$ cat src/rtl/pb_pkg.sv
// Shared types for the push-button conditioner: debounce/hold FSM state encoding.
package pb_pkg;

    typedef enum logic [1:0] {
        IDLE,
        PRESS_WAIT,
        PRESSED,
        RELEASE_WAIT
    } pb_state_t;

    // Counter width that can hold values 0..n-1; never narrower than one bit.
    function automatic int cnt_width(input int n);
        return (n <= 2) ? 1 : $clog2(n);
    endfunction

endpackage

$ cat src/rtl/sync_2ff.sv
// Two-flop synchroniser for a single asynchronous level; resets to 0.
module sync_2ff (
    input  logic clk,
    input  logic rst_n,
    input  logic d,
    output logic q
);

    logic meta;

    // NOTE: both stages use non-blocking assignments so each edge shifts exactly one stage.
    always_ff @(posedge clk or negedge rst_n) begin
        if (!rst_n) begin
            meta <= 1'b0;
            q    <= 1'b0;
        end else begin
            meta <= d;
            q    <= meta;
        end
    end

endmodule

$ cat src/rtl/pb_conditioner.sv
// StopWatch start/stop button front-end: synchronise, debounce, short-press toggle, long-press clear.
module pb_conditioner
    import pb_pkg::*;
#(
    parameter int DEBOUNCE_CYCLES = 1000000,
    parameter int LONG_CYCLES     = 100000000,
    parameter bit PB_ACTIVE_LOW   = 1'b0
) (
    input  logic clk100,
    input  logic reset,
    input  logic pb_raw,
    input  logic clr_run,
    output logic pb_level,
    output logic press_pulse,
    output logic release_pulse,
    output logic long_pulse,
    output logic run,
    output logic clear_pulse
);

    localparam int DEB_W  = cnt_width(DEBOUNCE_CYCLES);
    localparam int HOLD_W = $clog2(LONG_CYCLES + 1);

    localparam logic [DEB_W-1:0]  DEB_ONE   = DEB_W'(1);
    localparam logic [DEB_W-1:0]  DEB_LAST  = DEB_W'(DEBOUNCE_CYCLES - 1);
    localparam logic [HOLD_W-1:0] HOLD_MAX  = HOLD_W'(LONG_CYCLES);
    localparam logic [HOLD_W-1:0] HOLD_PRE  = HOLD_W'(LONG_CYCLES - 1);

    logic              p;
    logic              s;
    pb_state_t         state;
    logic [DEB_W-1:0]  deb_cnt;
    logic [HOLD_W-1:0] hold_cnt;
    logic              long_flag;

    assign p = pb_raw ^ PB_ACTIVE_LOW;

    sync_2ff u_sync (
        .clk   (clk100),
        .rst_n (reset),
        .d     (p),
        .q     (s)
    );

    always_ff @(posedge clk100 or negedge reset) begin
        if (!reset) begin
            state         <= IDLE;
            deb_cnt       <= '0;
            hold_cnt      <= '0;
            long_flag     <= 1'b0;
            pb_level      <= 1'b0;
            press_pulse   <= 1'b0;
            release_pulse <= 1'b0;
            long_pulse    <= 1'b0;
            run           <= 1'b0;
            clear_pulse   <= 1'b0;
        end else begin
            press_pulse   <= 1'b0;
            release_pulse <= 1'b0;
            long_pulse    <= 1'b0;
            clear_pulse   <= 1'b0;

            // Hold time runs through release bounce and saturates, so the long strobe fires once.
            if ((state == PRESSED || state == RELEASE_WAIT) && hold_cnt != HOLD_MAX) begin
                hold_cnt <= hold_cnt + 1'b1;
                if (hold_cnt == HOLD_PRE) begin
                    long_pulse <= 1'b1;
                    long_flag  <= 1'b1;
                end
            end

            case (state)
                IDLE: begin
                    if (s) begin
                        state   <= PRESS_WAIT;
                        deb_cnt <= DEB_ONE;
                    end
                end
                PRESS_WAIT: begin
                    if (!s) begin
                        state   <= IDLE;
                        deb_cnt <= '0;
                    end else if (deb_cnt == DEB_LAST) begin
                        state       <= PRESSED;
                        deb_cnt     <= '0;
                        hold_cnt    <= '0;
                        long_flag   <= 1'b0;
                        press_pulse <= 1'b1;
                        pb_level    <= 1'b1;
                    end else begin
                        deb_cnt <= deb_cnt + 1'b1;
                    end
                end
                PRESSED: begin
                    if (!s) begin
                        state   <= RELEASE_WAIT;
                        deb_cnt <= DEB_ONE;
                    end
                end
                RELEASE_WAIT: begin
                    if (s) begin
                        state   <= PRESSED;
                        deb_cnt <= '0;
                    end else if (deb_cnt == DEB_LAST) begin
                        state         <= IDLE;
                        deb_cnt       <= '0;
                        release_pulse <= 1'b1;
                        pb_level      <= 1'b0;
                        if (long_flag) begin
                            clear_pulse <= 1'b1;
                            run         <= 1'b0;
                        end else begin
                            run <= ~run;
                        end
                    end else begin
                        deb_cnt <= deb_cnt + 1'b1;
                    end
                end
                default: begin
                    state   <= IDLE;
                    deb_cnt <= '0;
                end
            endcase

            // NOTE: the last non-blocking assignment wins, so an external stop overrides a toggle.
            if (clr_run) begin
                run <= 1'b0;
            end
        end
    end

endmodule

$ cat config.mk
export PLATFORM = sky130hd
export DESIGN_NAME = pb_conditioner
export DESIGN_NICKNAME = d
export VERILOG_FILES = /design/src/rtl/pb_pkg.sv /design/src/rtl/sync_2ff.sv /design/src/rtl/pb_conditioner.sv
export SDC_FILE = /design/constraint.sdc
export NUM_CORES = 1
export LEC_CHECK = 0
export ABC_CLOCK_PERIOD_IN_PS = 3000
export BUFFER_PORTS_ARGS = -buffer_cell sky130_fd_sc_hd__buf_2
export CAP_MARGIN = 20
export CORE_MARGIN = 4
export CORE_UTILIZATION = 61
export DETAILED_ROUTE_END_ITERATION = 10
export PLACE_DENSITY = 0.79
export SKIP_LAST_GASP = 1
export SYNTH_ARGS = -nofsm -noshare
export SYNTH_HDL_FRONTEND = slang
export SYNTH_SLANG_ARGS = --single-unit
$ cat constraint.sdc
create_clock -name clk100 -period 3 [get_ports clk100]
set_clock_uncertainty 0.1 [all_clocks]
set_input_delay 0.15 -clock clk100 [delete_from_list [all_inputs] [get_ports clk100]]
set_output_delay 0.15 -clock clk100 [all_outputs]
set_load 0.02 [all_outputs]
==> flow_summary.toml <==
[setup_path]
arrival_ns = 2.45
r2r_cells = 6
rr_startpoint = "deb_cnt[0]"
crit_family = "simple AND/OR/NAND/NOR gates"
critPathMostFrequentCell = "or4_1"
end_kind = "flop"
critPathKind = "flop to flop"
critPathRequiredTime_ns = 3.16
crit_chain = "ha_1, and4_1, nand2_1, or4_1, or4_1, a21oi_1"
path_max_fanout = 5
start_kind = "flop"
r2r-end = "run"
cpMaxStageDelayCell = "or4_1"
path_buf_inv = 0
reg2reg_slack_ns = 0.71
critical_path.max_stage_delay_ns = 0.48

[yosys]
ys_ff_latch = 58
syn_area_um2 = 2960
synth_cells = 310
synth_cell_types = 43
synth_flop_cell = "dfrtp_1"
ys_top_cells_by_area = "dfrtp_1 49%, xor2_1 6.8%, nor2_1 4.6%"
synth-edff-count = 0
yosysSeqAreaShare = 0.490
synth_largest_area_cell = "dfrtp_1"
yosys_warnings = 0
synthArstFlopShare = 1.00
syn_nets = 317
synth_top_cell_area_share = 0.490
avgSynthCellArea_um2 = 9.55

[global_routing]
grtUsageTotal = 0.214
grt_pass1_wl_mm = 10.1
antenna_found_initial = 0
grt_max_degree = 32
first_global_vias = 2277
grt_overflow = 0

[pwr]
total_power_w = 0.00166
p_int_w = 0.00121
max-vdd-ir-drop_v = 0.000391
seqPwrFrac = 0.507
p_sw_frac = 0.267
leakagePower_nw = 1.47
power.share.clock = 0.371
power_density_nw_per_um2 = 505
combPwrFrac = 0.122
p_sw_w = 0.000442

[timing]
hold_viol_final = 0
slew_violations = 0
grt_setup_unrepaired = "no"
tns_ns = 0
worst_pin_slew_ns = 0.699
max-slew-margin-rel = 0.533
setup_viol = 0
fmax_mhz = 436
period_share = 0.765
finalCriticalPeriod_ns = 2.29

[route]
drtIter0Drc = 89
route.met3.wl_um = 236
wire_per_inst_um = 14.3
met1_length_mm = 2.50
drc = 0
wirelength_mm = 5.70
num_vias = 2315
routed-wl-met2_mm = 2.87
highest_layer = "met4"
drtPass1Iterations = 4
antenna_violating_nets_post_route = 0
detail_route.vias_per_cell = 5.80

[placed_design]
gp_congestion = 0.859
dp_hpwl_mm = 3.87
io_buffers = 9

[cts]
clock_latency_ns = 0.33
htreeDepth = 3
cts_setup_buffers = 0
clock-sinks = 58
clkTransAtPathRegs_ns = 0.06
cts_buffers = 9
cts_root_buf = "clkbuf_8"
cts_tree = "built"
clk_path_buf_depth = 2

[run]
max-cap-violations = 0

[finish]
largest_registers = "hold_cnt (27), deb_cnt (20)"
final_cell_mix = "58 x dfrtp_1, 36 x nor2_1, 23 x xor2_1, 21 x nand4_1"
antenna_cells = 0
num-nets-final = 335
drive_gt1_frac = 0.102
syn_to_final_growth_pct = 10.8
largest_register_ffs = 27
top_register = "hold_cnt"
mostFrequentLayoutCell = "dfrtp_1"

[hold_path]
min_path_cells = 0
hold_path.class = "flop to flop"
hp-start = "u_sync.meta"
holdPathEnd = "u_sync.q"

[die]
die_w_um = 77.7
dieArea_um2 = 6030
core_area_um2 = 4720
rows = 25
die_h_um = 77.7
pin_count = 10
start_util = 0.626

[run_status]
status = "completed"
[metrics by stage]
| step | utilization | instances | worst slack (ns) | hold slack [ns] | cell area [µm²] |
|---|---|---|---|---|---|
| 2_1_floorplan | - | 310 | 0.892 | -0.246 | 2960 |
| 3_3_place_gp | 0.652 | 381 | 0.805 | 0.110 | 3080 |
| 3_5_place_dp | 0.652 | 381 | 0.726 | 0.116 | 3080 |
| 4_1_cts | 0.694 | 399 | 0.713 | 0.264 | 3280 |
| 5_1_grt | 0.694 | 399 | 0.549 | 0.272 | 3280 |
| 6_report | 0.694 | 399 | 0.705 | 0.258 | 3280 |
[worst register-to-register path: cells and delay by family, from the launching register on]
kind,cells,cell delay [ns]
compound gates,1,0.16
fa+ha+maj,1,0.23
flops,1,0.39
simple gates,4,1.33
[power groups by stage]
stage | combinational, W | clock, W | sequential, W
floorplan | 0.000149 | 0 | 0.000836
global placement | 0.000190 | 0 | 0.000852
detailed placement | 0.000198 | 0 | 0.000853
CTS | 0.000202 | 0.000636 | 0.000839
global route | 0.000229 | 0.000678 | 0.000845
finish | 0.000202 | 0.000614 | 0.000839
[Yosys cell counts, types with 4 or more instances]
library cell / instances
clkbuf_1: 4
xnor2_1: 6
nor4_1: 7
nand4_1: 21
xor2_1: 23
inv_1: 12
nand2_1: 19
a21o_1: 6
o21ai_0: 12
dfrtp_1: 58
and3_1: 9
nand3_1: 19
buf_2: 5
or4_1: 5
a21oi_1: 14
or3_1: 7
nor2_1: 36
nor3_1: 4
[kinds of logic after synthesis]
family                   share of synthesized area
XOR/XNOR                                    0.0858
AND/OR/NAND/NOR                              0.277
multiplexers                                0.0140
buffers and inverters                       0.0287
AO/OA/AOI/OAI                               0.0918
flip-flops                                   0.490
adder cells (fa/ha/maj)                     0.0127
[layer usage]
layer	vias to the layer above	GRT usage
li1	1151	-
met1	1117	0.253
met2	40	0.349
met3	7	0.0731
met4	0	0.101
met5	-	0
[what timing repair did]
| item | 4_1_cts | 5_1_grt |
|---|---|---|
| hold buffers | 3 | 0 |
| resized for setup | 0 | 0 |
| endpoints found under the setup margin | 0 | 0 |
| endpoints found under the hold margin | 32 | 0 |
[worst max-delay path by stage]
stage / from / endpoint / slack [ns] / cells past startpoint
floorplan: deb_cnt[0] / run / 0.89 / 6
global placement: deb_cnt[0] / run / 0.80 / 6
detailed placement: deb_cnt[0] / run / 0.73 / 6
CTS: deb_cnt[0] / run / 0.71 / 6
global route: flop / deb_cnt[13] / 0.55 / 6
finish: deb_cnt[0] / run / 0.71 / 6
[final cells by class]
cell class | count | area (µm²)
Clock inverter | 3 | 15.0
Clock buffer | 12 | 155
Timing Repair Buffer | 16 | 105
Inverter | 12 | 45.0
Fill cell | 370 | 1450
Sequential cell | 58 | 1450
Tap cell | 67 | 83.8
Multi-Input combinational cell | 231 | 1420
(Power assumes the default switching activity.)
